## src/rtl/frame_timing_ctrl.sv

```systemverilog
// Frame timing sequencer: generates fval/lval/dval and the edge strobes consumed by the
// pattern generator, and owns the pattern select, which only changes at frame start.
module frame_timing_ctrl #(
  parameter int unsigned DVAL_HIGH          = 640,
  parameter int unsigned ROW_COUNT          = 480,
  parameter int unsigned F_PORCH            = 4,
  parameter int unsigned H_BLANK            = 16,
  parameter int unsigned V_BLANK            = 64,
  parameter int unsigned FRAMES_PER_PATTERN = 4
) (
  input  logic        clk,
  input  logic        rst,
  input  logic        enable,
  input  logic        auto_cycle,
  input  logic [2:0]  sel_in,
  input  logic        sel_load,
  output logic        fval,
  output logic        lval,
  output logic        dval,
  output logic        lval_negedge,
  output logic        fval_posedge,
  output logic [2:0]  sel,
  output logic [15:0] frame_count,
  output logic        busy
);

  localparam logic [15:0] FpLast  = 16'(F_PORCH - 1);
  localparam logic [15:0] DvLast  = 16'(DVAL_HIGH - 1);
  localparam logic [15:0] HbLast  = 16'(H_BLANK - 1);
  localparam logic [15:0] VbLast  = 16'(V_BLANK - 1);
  localparam logic [15:0] RowLast = 16'(ROW_COUNT - 1);
  localparam logic [15:0] FppVal  = 16'(FRAMES_PER_PATTERN);

  typedef enum logic [2:0] {
    StIdle,
    StFvStart,
    StLineActive,
    StLineBlank,
    StVBlank
  } state_e;

  state_e      state;
  logic [15:0] cnt;        // cycles spent in the current state
  logic [15:0] line_cnt;   // lines completed in the current frame
  logic [15:0] auto_cnt;   // frames started since the last sel change
  logic [2:0]  pend_sel;
  logic        pend_valid;
  logic        start_frame;

  // Auto-cycle order: 0 -> 1 -> 2 -> 3 -> 7 -> 0; anything else restarts at 0.
  function automatic logic [2:0] next_sel(input logic [2:0] cur);
    logic [2:0] nxt;
    case (cur)
      3'd0:    nxt = 3'd1;
      3'd1:    nxt = 3'd2;
      3'd2:    nxt = 3'd3;
      3'd3:    nxt = 3'd7;
      default: nxt = 3'd0;
    endcase
    return nxt;
  endfunction

  // A frame starts from IDLE or at the last V_BLANK cycle whenever enable is high.
  always_comb begin
    start_frame = 1'b0;
    if (state == StIdle) begin
      start_frame = enable;
    end else if ((state == StVBlank) && (cnt == VbLast)) begin
      start_frame = enable;
    end
  end

  // Sequencer state, counters, pending select and registered outputs.
  always_ff @(posedge clk or negedge rst) begin
    if (!rst) begin
      state        <= StIdle;
      cnt          <= '0;
      line_cnt     <= '0;
      auto_cnt     <= '0;
      pend_sel     <= '0;
      pend_valid   <= 1'b0;
      fval         <= 1'b0;
      lval         <= 1'b0;
      dval         <= 1'b0;
      lval_negedge <= 1'b0;
      fval_posedge <= 1'b0;
      busy         <= 1'b0;
      sel          <= '0;
      frame_count  <= '0;
    end else begin
      fval_posedge <= 1'b0;
      lval_negedge <= 1'b0;
      cnt          <= cnt + 16'd1;

      // A load coinciding with frame start is kept for the following frame.
      if (sel_load) begin
        pend_sel   <= sel_in;
        pend_valid <= 1'b1;
      end else if (start_frame && pend_valid) begin
        pend_valid <= 1'b0;
      end

      if (start_frame) begin
        state        <= StFvStart;
        cnt          <= '0;
        line_cnt     <= '0;
        fval         <= 1'b1;
        lval         <= 1'b0;
        dval         <= 1'b0;
        fval_posedge <= 1'b1;
        busy         <= 1'b1;
        frame_count  <= frame_count + 16'd1;
        // Counter is cleared on a change, then counts this frame.
        if (pend_valid) begin
          sel      <= pend_sel;
          auto_cnt <= 16'd1;
        end else if (auto_cycle && (auto_cnt == FppVal)) begin
          sel      <= next_sel(sel);
          auto_cnt <= 16'd1;
        end else begin
          auto_cnt <= auto_cnt + 16'd1;
        end
      end else begin
        case (state)
          StIdle: begin
            cnt <= '0;
          end
          StFvStart: begin
            if (cnt == FpLast) begin
              state <= StLineActive;
              cnt   <= '0;
              lval  <= 1'b1;
              dval  <= 1'b1;
            end
          end
          StLineActive: begin
            if (cnt == DvLast) begin
              cnt          <= '0;
              lval         <= 1'b0;
              dval         <= 1'b0;
              lval_negedge <= 1'b1;
              line_cnt     <= line_cnt + 16'd1;
              if (line_cnt == RowLast) begin
                state <= StVBlank;
                fval  <= 1'b0;
              end else begin
                state <= StLineBlank;
              end
            end
          end
          StLineBlank: begin
            if (cnt == HbLast) begin
              state <= StLineActive;
              cnt   <= '0;
              lval  <= 1'b1;
              dval  <= 1'b1;
            end
          end
          StVBlank: begin
            if (cnt == VbLast) begin
              state <= StIdle;
              cnt   <= '0;
              busy  <= 1'b0;
            end
          end
          default: begin
            state <= StIdle;
            cnt   <= '0;
            busy  <= 1'b0;
          end
        endcase
      end
    end
  end

endmodule

```

## config.mk

```make
export PLATFORM = sky130hd
export DESIGN_NAME = frame_timing_ctrl
export DESIGN_NICKNAME = d
export VERILOG_FILES = /design/src/rtl/frame_timing_ctrl.sv
export SDC_FILE = /design/constraint.sdc
export NUM_CORES = 1
export LEC_CHECK = 0
export BUFFER_PORTS_ARGS = -buffer_cell sky130_fd_sc_hd__buf_2
export CAP_MARGIN = 25
export CORE_MARGIN = 2
export CORE_UTILIZATION = 60
export CTS_BUF_LIST = sky130_fd_sc_hd__clkbuf_2 sky130_fd_sc_hd__clkbuf_4 sky130_fd_sc_hd__clkbuf_8
export CTS_CLUSTER_SIZE = 40
export DETAILED_ROUTE_END_ITERATION = 10
export HOLD_SLACK_MARGIN = 0.08
export MAX_ROUTING_LAYER = met4
export PLACE_DENSITY = 0.81
export SLEW_MARGIN = 20
export SYNTH_ARGS = -nofsm -noshare
export SYNTH_HDL_FRONTEND = slang
export SYNTH_SLANG_ARGS = --single-unit
```

## constraint.sdc

```tcl
create_clock -name clk -period 2.9 [get_ports clk]
set_input_delay 0.29 -clock clk [delete_from_list [all_inputs] [get_ports clk]]
set_output_delay 0.29 -clock clk [all_outputs]
set_load 0.02 [all_outputs]
```

==> reports/qor.csv, run 1 <==
stage,metric,value,unit
clocking,Clock Sinks,79,
clocking,Clock transition at path regs,0.09,ns
routing,DRC Markers,0,
clocking,maximum clock path buffer count,2,
logic_synthesis,ys flop type,dfrtp_1,
final_layout,share of layout cells above drive strength 1,0.142,
critical_path,Critical Path AT,2.76,ns
final_layout,Antenna Cells,0,
logic_synthesis,Synth area leader,dfrtp_1,
clocking,Root Buffer Master,clkbuf_8,
clocking,H-tree depth,3,
routing,final WL,8010,µm
critical_path,cells along the critical path,ha_1 -> and4_1 -> and4_1 -> o21ai_2 -> clkinv_1 -> and3_1 -> xor2_1,
global_routing,initial antenna violation count,0,
sta,Post-Route Skew,0.00842,ns
placed_design,"worst slack, placed",0.450,ns
global_routing,vias in the first global route,3125,
min_path,hold path cells,2,
final_layout,nets@finish,458,
sta,Final period util,0.867,
outcome,status,"finished, final reports clean",
routing,average wire per standard cell,15.2,µm
logic_synthesis,Post-synth ARST share,1.00,
power_and_ir_drop,PwrDens,580,nW/µm²
floorplanning,Initial Util,0.627,
sta,final setup fails,0,
flow_run,maxcap violations,0,
power_and_ir_drop,LEAKAGE,1.98,nW
clocking,worst skew pair latency,0.35,ns
routing,Antenna Violating Nets Remaining,0,
final_layout,Layout area overhead,10.3,%
power_and_ir_drop,VDD IR max,384,µV
logic_synthesis,yosys warns,0,
global_routing,gr ovfl total,0,
floorplanning,die height,85.9,µm
logic_synthesis,Post-synth EDFFs,0,
logic_synthesis,Syn Inst Count,411,
critical_path,critical path's slowest cell,clkinv_1,
power_and_ir_drop,Seq pwr share,0.539,
clocking,CTS Buf Count,9,
power_and_ir_drop,Psw,0.000854,W
critical_path,Worst setup EP type,flop,
critical_path,Reg2Reg Depth,7,
placed_design,Port Buf Inserts,32,
clocking,TritonCTS clock tree,done,
placed_design,Placed Area,4240,µm²
logic_synthesis,Syn Area/Cell,9.80,µm²
sta,Hold Fails Final Rpt,0,
floorplanning,core footprint,6420,µm²
sta,Final Max Slew Viols,0,
critical_path,Crit path required time,3.15,ns
sta,fmax,398,MHz
sta,crit path time final,2.51,ns
power_and_ir_drop,Power Internal,0.00172,W
routing,DRT iter0 DRCs,235,
logic_synthesis,syn nets,424,
floorplanning,Die Wd,85.9,µm
routing,first drt pass iteration count,5,
placed_design,routability-driven placement congestion ratio,0.975,
logic_synthesis,Synth Cell Area,4030,µm²
power_and_ir_drop,Comb power frac,0.167,
final_layout,Final Util,0.692,
sta,measured slew at the worst slew-check pin,0.813,ns
floorplanning,# IOs,33,
critical_path,CP Depth,7,
final_layout,post-route cell area,4450,µm²
floorplanning,Rows,29,
power_and_ir_drop,switching share of power,0.331,
critical_path,"CP delay by family, top",simple AND/OR/NAND/NOR gates,
critical_path,"most used cell, CP",and4_1,
critical_path,critical path launch point type,flop,
routing,vias per inst,6.13,
global_routing,total track usage,0.248,
logic_synthesis,synth unique cells,54,
critical_path,sum of buffers and inverters on the critical path,1,
floorplanning,area of the die,7390,µm²
logic_synthesis,post-synth top area share,0.491,
min_path,min-delay worst type,input pin to flop,
global_routing,first-pass GRT wire length,14300,µm
critical_path,"slowest stage delay, CP",0.50,ns
logic_synthesis,largest cells by area after synthesis,"dfrtp_1 49%, xnor2_1 4.6%, nor2_1 3.7%, nand3_1 3.4%, xor2_1 3.3%",
logic_synthesis,#FFs+latches synth,79,
global_routing,largest net degree at the start of global routing,80,
logic_synthesis,sequential fraction of the synthesis area,0.491,
sta,relative slew slack,0.456,
power_and_ir_drop,clock network fraction of total power,0.293,
power_and_ir_drop,Pwr Total,0.00258,W
sta,RSZ-0062 raised after global routing,no,
sta,setup tns final,0,ns
placed_design,post-DP HPWL,5370,µm
routing,vias post-DR,3232,
critical_path,worst setup path category,flop to flop,
critical_path,Worst Path Max Fanout,18,
sta,post-route setup slack,0.387,ns
==> worst reg2reg max path, delay by kind of cell (launching register included) <==
family | cells | cell delay (ns)
AO/OA/AOI/OAI | 1 | 0.19
adder cells (fa/ha/maj) | 1 | 0.27
buffers and inverters | 1 | 0.50
XOR/XNOR | 1 | 0.14
AND/OR/NAND/NOR | 3 | 0.90
flip-flops | 1 | 0.41
==> area by class of cell <==
type                            instances  area (µm²)
Timing Repair Buffer                   37         215
Inverter                               14        52.6
Tap cell                               77        96.3
Fill cell                             481        1980
Clock inverter                          7        56.3
Clock buffer                            9         124
Sequential cell                        79        1980
Multi-Input combinational cell        304        1920
==> metrics by stage <==
stage | hold WS (ns) | std cells
after global placement | 0.455 | 509
after global routing | 0.162 | 527
after CTS | 0.121 | 525
final | 0.162 | 527
after detailed placement | 0.461 | 509
after floorplan | -0.00559 | 411
==> path summary, 6_finish.rpt <==
| path | start | end | slack [ns] |
|---|---|---|---|
| max | cnt[0]$_DFF_PN0_ | frame_count[8]$_DFFE_PN0N_ | 0.39 |
| max reg2reg | cnt[0]$_DFF_PN0_ | frame_count[8]$_DFFE_PN0N_ | 0.39 |
| max in group asynchronous | rst | line_cnt[14]$_DFFE_PN0P_ | 1.89 |
| min in group asynchronous | rst | pend_sel[0]$_DFFE_PN0P_ | 0.43 |
| min | sel_in[0] | pend_sel[0]$_DFFE_PN0P_ | 0.16 |
| min reg2reg | frame_count[15]$_DFFE_PN0N_ | frame_count[15]$_DFFE_PN0N_ | 0.47 |
==> sequential cells by signal, summed over array words and instances, names as in the netlist <==
signal / flops
fval: 1
pend_valid: 1
frame_count: 16
state: 3
dval: 1
lval_negedge: 1
busy: 1
pend_sel: 3
cnt: 16
line_cnt: 16
auto_cnt: 16
sel: 3
fval_posedge: 1
==> what timing repair did <==
item | 4_1_cts | 5_1_grt
buffers inserted | 0 | 0
gates resized for setup | 0 | 0
hold endpoints to repair | 0 | 39
hold buffers | 0 | 1
==> power groups by stage <==
stage	sequential, W	combinational (W)	clock [W]
2_1_floorplan	0.00138	0.000335	0
3_3_place_gp	0.00140	0.000419	0
3_5_place_dp	0.00141	0.000429	0
4_1_cts	0.00139	0.000432	0.000771
5_1_grt	0.00142	0.000494	0.000822
6_report	0.00139	0.000431	0.000756
==> logic make-up after synthesis <==
kind of cell / Yosys count / synth area share
flops: 79 / 0.491
simple gates: 178 / 0.239
buf+inv: 28 / 0.0317
compound gates: 79 / 0.129
fa+ha+maj: 5 / 0.0155
xor+xnor: 36 / 0.0783
mux: 6 / 0.0158
==> cells in the mapped netlist, drive strengths merged, types with 4 or more instances <==
cell	instances
buf	9
clkbuf	5
and4	7
ha	5
a31oi	5
o211ai	4
xor2	15
inv	12
nor2	40
nand3	27
o31ai	10
nand2	34
nor4	8
nor3	12
nor3b	4
xnor2	21
o21ai	21
dfrtp	79
a21oi	21
and3	10
nand4	22
==> layer usage <==
layer | vias up | GRT usage | part of all wire
met5 | - | - | 0
met4 | 0 | 0.104 | 0.022
met3 | 17 | 0.0385 | 0.046
met2 | 91 | 0.376 | 0.47
met1 | 1552 | 0.335 | 0.46
li1 | 1572 | - | -
==> layout by cell type, fill, tap and decap left out, types with 3 or more instances in the layout <==
cell type   Yosys  routed
clkinvlp_4      0       3
nor3b_1         4       4
inv_1          12      12
o211ai_1        4       4
a31oi_1         5       5
nand3_1        27      27
nor4_1          5       5
a21o_1          3       3
xnor2_1        21      21
dfrtp_1        79      79
buf_2           5      31
a211oi_1        3       3
nand2_1        34      34
ha_1            5       5
and3_1         10      10
nor2_1         40      40
buf_4           2       4
mux2_2          3       3
or3_1           3       3
o21ai_0        19      19
clkbuf_8        0       9
and4_1          7       7
xor2_1         15      15
o31ai_1         9       9
mux2i_1         3       3
nand4_1        20      20
a21oi_1        21      21
nor3_1         12      12
nand2b_1        3       3
Power figures use the tool's default switching activity.
==> inputs of run 2 (changes only) <==
- CELL_PAD_IN_SITES_DETAIL_PLACEMENT: not set -> 1
- CELL_PAD_IN_SITES_GLOBAL_PLACEMENT: not set -> 1
- CORE_UTILIZATION: 60 -> 48
- PLACE_DENSITY: 0.81 -> 0.82
- clock period: 2.9 -> 2.4 ns (I/O delays scaled with it)
==> run 2 against run 1 <==
  * Clock skew increased by 0.0047 ns
  * Sequential power increased by 19%
  * Design area increased by 3.1%
  * Die area increased by 24%
  * Fmax increased by 12%
==> reports/qor.csv, run 2 (same netlist as run 1, synthesis figures left out) <==
stage,metric,value,unit,change
critical_path,sum of buffers and inverters on the critical path,1,,unchanged
final_layout,Layout area overhead,13.8,%,
clocking,Root Buffer Master,clkbuf_8,,
sta,measured slew at the worst slew-check pin,0.800,ns,-0.0128 ns
clocking,CTS Buf Count,9,,unchanged
flow_run,maxcap violations,0,,unchanged
global_routing,largest net degree at the start of global routing,48,,-40%
critical_path,worst setup path category,flop to flop,,
global_routing,initial antenna violation count,0,,unchanged
sta,Post-Route Skew,0.0131,ns,+0.00473 ns
clocking,Clock transition at path regs,0.08,ns,about the same
clocking,TritonCTS clock tree,done,,
outcome,status,"finished, final reports clean",,
global_routing,gr ovfl total,0,,unchanged
critical_path,critical path launch point type,flop,,
sta,Final period util,0.931,,+0.0649
min_path,min-delay worst type,input pin to flop,,
clocking,H-tree depth,3,,unchanged
sta,setup tns final,0,ns,unchanged
sta,Final Max Slew Viols,0,,unchanged
routing,DRT iter0 DRCs,96,,-59%
sta,fmax,447,MHz,+12%
routing,Antenna Violating Nets Remaining,0,,unchanged
routing,average wire per standard cell,17.5,µm,+15%
routing,DRC Markers,0,,unchanged
sta,RSZ-0062 raised after global routing,no,,
global_routing,total track usage,0.239,,-0.00972
routing,final WL,9880,µm,+23%
final_layout,share of layout cells above drive strength 1,0.163,,+0.0205
placed_design,routability-driven placement congestion ratio,0.806,,-17%
floorplanning,area of the die,9140,µm²,+24%
clocking,worst skew pair latency,0.37,ns,+0.02 ns
sta,relative slew slack,0.464,,+0.00856
floorplanning,Rows,33,,+14%
critical_path,Critical Path AT,2.52,ns,-0.24 ns
routing,first drt pass iteration count,4,,-1
critical_path,Crit path required time,2.69,ns,-0.46 ns
power_and_ir_drop,PwrDens,726,nW/µm²,+25%
sta,Hold Fails Final Rpt,0,,unchanged
final_layout,Antenna Cells,0,,unchanged
power_and_ir_drop,Pwr Total,0.00333,W,+29%
critical_path,Worst Path Max Fanout,30,,+12
critical_path,cells along the critical path,nor4_4 -> and4_1 -> o21ai_2 -> buf_4 -> or4_1 -> a21oi_1,,
final_layout,nets@finish,469,,+2.4%
routing,vias per inst,5.98,,-2.6%
sta,final setup fails,0,,unchanged
floorplanning,# IOs,33,,unchanged
clocking,post-CTS sizing,0,,unchanged
routing,vias post-DR,3382,,+4.6%
sta,crit path time final,2.24,ns,-0.277 ns
clocking,Clock Sinks,79,,unchanged
power_and_ir_drop,VDD IR max,421,µV,+9.5%
global_routing,vias in the first global route,3407,,+9.0%
global_routing,first-pass GRT wire length,16500,µm,+15%
critical_path,Worst setup EP type,flop,,
floorplanning,Initial Util,0.493,,-0.135
floorplanning,core footprint,8180,µm²,+27%
critical_path,"CP delay by family, top",simple AND/OR/NAND/NOR gates,,
placed_design,Port Buf Inserts,32,,unchanged
placed_design,post-DP HPWL,6980,µm,+30%
final_layout,filler instances,968,,+100%
final_layout,"commonest non-fill, non-tap cell in the layout",dfrtp_1,,
critical_path,"slowest stage delay, CP",0.53,ns,+0.03 ns
floorplanning,Die Wd,95.6,µm,+11%
sta,Hold Slack,0.108,ns,-0.0546 ns
clocking,maximum clock path buffer count,2,,unchanged
final_layout,most frequent cells in the layout,"79 x dfrtp_1, 40 x nor2_1, 34 x nand2_1, 31 x buf_2, 27 x nand3_1",,
floorplanning,die height,95.6,µm,+11%
critical_path,critical path's slowest cell,or4_1,,
power_and_ir_drop,LEAKAGE,2.06,nW,+4.0%
==> run 2: cell type report <==
| type | count | area, µm² | share of cell area |
|---|---|---|---|
| sequential | 79 | 1980 | 0.431 |
| multi-input combinational | 304 | 1920 | 0.420 |
| timing repair buffer | 48 | 298 | 0.0650 |
| tap | 105 | 131 | 0.0287 |
| clock buffer | 9 | 124 | 0.0270 |
| clock inverter | 7 | 77.6 | 0.0169 |
| inverter | 14 | 52.6 | 0.0115 |
==> run 2: per-stage QoR <==
stage          utilization  worst slack, ns  std cells  area (µm²)
2_1_floorplan            -            0.459        411        4030
3_3_place_gp         0.535            0.236        549        4370
3_5_place_dp         0.535            0.165        549        4370
4_1_cts              0.561            0.141        566        4580
5_1_grt              0.561         0.000393        566        4580
6_report             0.561            0.165        566        4580
==> run 2: per-layer routing <==
layer / wire length [µm] / track usage / vias to the layer above
met5: 0 / - / -
met4: 155 / 0.0905 / 0
met3: 274 / 0.0364 / 15
met2: 4860 / 0.383 / 56
met1: 4590 / 0.306 / 1722
li1: - / - / 1589
==> run 2: path summary, 6_finish.rpt <==
path	start	cells past startpoint	slack [ns]	end
hold / removal	sel_in[1]	2	0.11	pend_sel[1]$_DFFE_PN0P_
hold reg to reg	busy$_DFFE_PN0P_	1	0.49	busy$_DFFE_PN0P_
setup / recovery	cnt[12]$_DFF_PN0_	6	0.16	auto_cnt[7]$_DFFE_PN0N_
setup reg to reg	cnt[12]$_DFF_PN0_	6	0.16	auto_cnt[7]$_DFFE_PN0N_
max in group asynchronous	rst	3	1.36	line_cnt[12]$_DFFE_PN0P_
min in group asynchronous	rst	2	0.44	frame_count[12]$_DFFE_PN0N_
==> run 2: power breakdown <==
group          switching (W)  leakage, nW  internal [W]
combinational       0.000371        0.926      0.000258
clock               0.000550        0.106      0.000496
sequential          0.000177         1.03       0.00148
==> run 2: timing repair <==
action | CTS | global route
hold buffers | 1 | 0
buffers inserted | 0 | 0
setup endpoints to repair | 0 | 1
endpoints found under the hold margin | 46 | 0
==> inputs of run 3 (changes only) <==
==> constraint.sdc (replaced) <==
create_clock -name clk -period 2.4 [get_ports clk]
set_input_delay 0.72 -clock clk [delete_from_list [all_inputs] [get_ports clk]]
set_output_delay 0.72 -clock clk [all_outputs]
set_load 0.02 [all_outputs]
==> run 3 against run 2 <==
  * Worst setup slack gained 0.081 ns
  * Sequential power about the same
  * Critical path type unchanged
  * Non-clock buffer count increased by 2
  * Highest routed layer unchanged
  * Worst hold slack gained 0.22 ns
  * Largest power group unchanged
==> reports/qor.csv, run 3 (same netlist as run 1, synthesis figures left out) <==
stage,metric,value,unit,change
clocking,postcts setup bufs,0,,unchanged
flow_run,maxcap violations,0,,unchanged
floorplanning,die height,95.6,µm,unchanged
power_and_ir_drop,Pwr Total,0.00345,W,+3.7%
global_routing,total track usage,0.254,,+0.0154
floorplanning,area of the die,9140,µm²,unchanged
global_routing,initial antenna violation count,0,,unchanged
global_routing,first-pass GRT wire length,17500,µm,+6.2%
global_routing,vias in the first global route,3561,,+4.5%
routing,average wire per standard cell,18.0,µm,+2.9%
clocking,H-tree depth,3,,unchanged
routing,first drt pass iteration count,4,,unchanged
final_layout,post-route insts no fill,568,,+0.35%
final_layout,most frequent cells in the layout,"79 x dfrtp_1, 40 x nor2_1, 34 x nand2_1, 31 x buf_2, 27 x nand3_1",,
placed_design,routability-driven placement congestion ratio,0.888,,+10%
sta,final setup fails,0,,unchanged
floorplanning,# IOs,33,,unchanged
routing,DRT iter0 DRCs,140,,+46%
sta,Hold Slack,0.326,ns,+0.219 ns
placed_design,post-DP HPWL,7120,µm,+2.1%
final_layout,Layout area overhead,15.0,%,
routing,final WL,10200,µm,+3.3%
sta,measured slew at the worst slew-check pin,0.687,ns,-0.113 ns
outcome,status,"finished, final reports clean",,
placed_design,Placed Cells,552,,+0.55%
sta,setup tns final,0,ns,unchanged
clocking,TritonCTS clock tree,done,,
clocking,Root Buffer Master,clkbuf_8,,
final_layout,filler instances,942,,-2.7%
sta,relative slew slack,0.539,,+0.0742
sta,Post-Route Skew,0.0112,ns,-0.00198 ns
sta,fmax,464,MHz,+3.8%
clocking,Clock transition at path regs,0.09,ns,about the same
global_routing,largest net degree at the start of global routing,39,,-19%
final_layout,nets@finish,471,,+0.43%
sta,RSZ-0062 raised after global routing,no,,
clocking,post-CTS sizing,0,,unchanged
floorplanning,Rows,33,,unchanged
final_layout,Antenna Cells,0,,unchanged
sta,post-route setup slack,0.246,ns,+0.0811 ns
power_and_ir_drop,VDD IR max,402,µV,-4.5%
final_layout,register area,1980,µm²,unchanged
global_routing,gr ovfl total,0,,unchanged
sta,crit path time final,2.15,ns,-0.0811 ns
critical_path,Critical Path AT,2.44,ns,-0.08 ns
routing,Antenna Violating Nets Remaining,0,,unchanged
placed_design,"worst slack, placed",0.207,ns,+0.0428 ns
floorplanning,Die Wd,95.6,µm,unchanged
clocking,Clock Sinks,79,,unchanged
critical_path,Worst setup EP type,flop,,
final_layout,share of layout cells above drive strength 1,0.168,,+0.00578
floorplanning,core footprint,8180,µm²,unchanged
floorplanning,Initial Util,0.493,,unchanged
sta,Final Max Slew Viols,0,,unchanged
critical_path,critical path launch point type,flop,,
clocking,CTS Buf Count,9,,unchanged
clocking,maximum clock path buffer count,2,,unchanged
placed_design,Port Buf Inserts,32,,unchanged
critical_path,Crit path required time,2.69,ns,about the same
critical_path,worst setup path category,flop to flop,,
power_and_ir_drop,LEAKAGE,2.07,nW,+0.64%
clocking,hold buffers post-CTS,0,,-1
sta,Final period util,0.898,,-0.0338
clocking,worst skew pair latency,0.36,ns,about the same
final_layout,"commonest non-fill, non-tap cell in the layout",dfrtp_1,,
routing,vias post-DR,3413,,+0.92%
min_path,min-delay worst type,input pin to asynchronous set/reset pin,,
sta,Hold Fails Final Rpt,0,,unchanged
critical_path,Worst Path Max Fanout,20,,-33%
critical_path,r2r setup slk,0.25,ns,+0.08 ns
routing,vias per inst,6.01,,+0.56%
routing,DRC Markers,0,,unchanged
final_layout,area of the multi-input gates,1920,µm²,unchanged
power_and_ir_drop,PwrDens,745,nW/µm²,+2.6%
==> run 3: cell count changes in the layout (fill, tap and decap cells not counted) <==
cell	delta
buf_12	+1
buf_4	+2
bufinv_16	+1
clkinv_2	-2
clkinv_4	+1
clkinvlp_4	+1
dlygate4sd3_1	-1
inv_8	-1
==> run 3: stage by stage <==
| step | area (µm²) | utilization |
|---|---|---|
| 2_1_floorplan | 4030 | - |
| 3_3_place_gp | 4410 | 0.539 |
| 3_5_place_dp | 4410 | 0.539 |
| 4_1_cts | 4630 | 0.567 |
| 5_1_grt | 4630 | 0.567 |
| 6_report | 4630 | 0.567 |
==> run 3: power breakdown <==
group / switching [W] / leakage, nW / internal [W] / total [W]
clock: 0.000565 / 0.111 / 0.000599 / 0.00116
combinational: 0.000372 / 0.935 / 0.000260 / 0.000632
sequential: 0.000179 / 1.03 / 0.00148 / 0.00166
==> run 3: final timing paths <==
path,startpoint,to,cells after the start
worst min-delay path,rst,pend_sel[2]$_DFFE_PN0P_,1
max in group asynchronous,rst,line_cnt[7]$_DFFE_PN0P_,2
min in group clk,busy$_DFFE_PN0P_,busy$_DFFE_PN0P_,1
worst min register to register,busy$_DFFE_PN0P_,busy$_DFFE_PN0P_,1
worst max-delay path,cnt[0]$_DFF_PN0_,line_cnt[5]$_DFFE_PN0P_,7
worst max register to register,cnt[0]$_DFF_PN0_,line_cnt[5]$_DFFE_PN0P_,7
==> run 3: area by class of cell <==
cell class	instances	share of cell area
sequential	79	0.427
timing repair buffer	50	0.0697
clock inverter	7	0.0221
inverter	14	0.0113
tap	105	0.0283
multi-input combinational	304	0.415
clock buffer	9	0.0267
==> run 3: critical path, stage by stage, from the launching register on <==
cell and delay, ns:
dfrtp_1 0.41, ha_1 0.22, and4_1 0.24, and4_1 0.24, o21ai_2 0.24, buf_4 0.32, nand2_1 0.21, a31oi_1 0.20
==> run 3: metal layers <==
metal	vias to the layer above	part of all wire	track usage
met4	0	0.012	0.0786
li1	1592	-	-
met2	47	0.51	0.420
met5	-	0	-
met3	11	0.028	0.0474
met1	1763	0.45	0.317
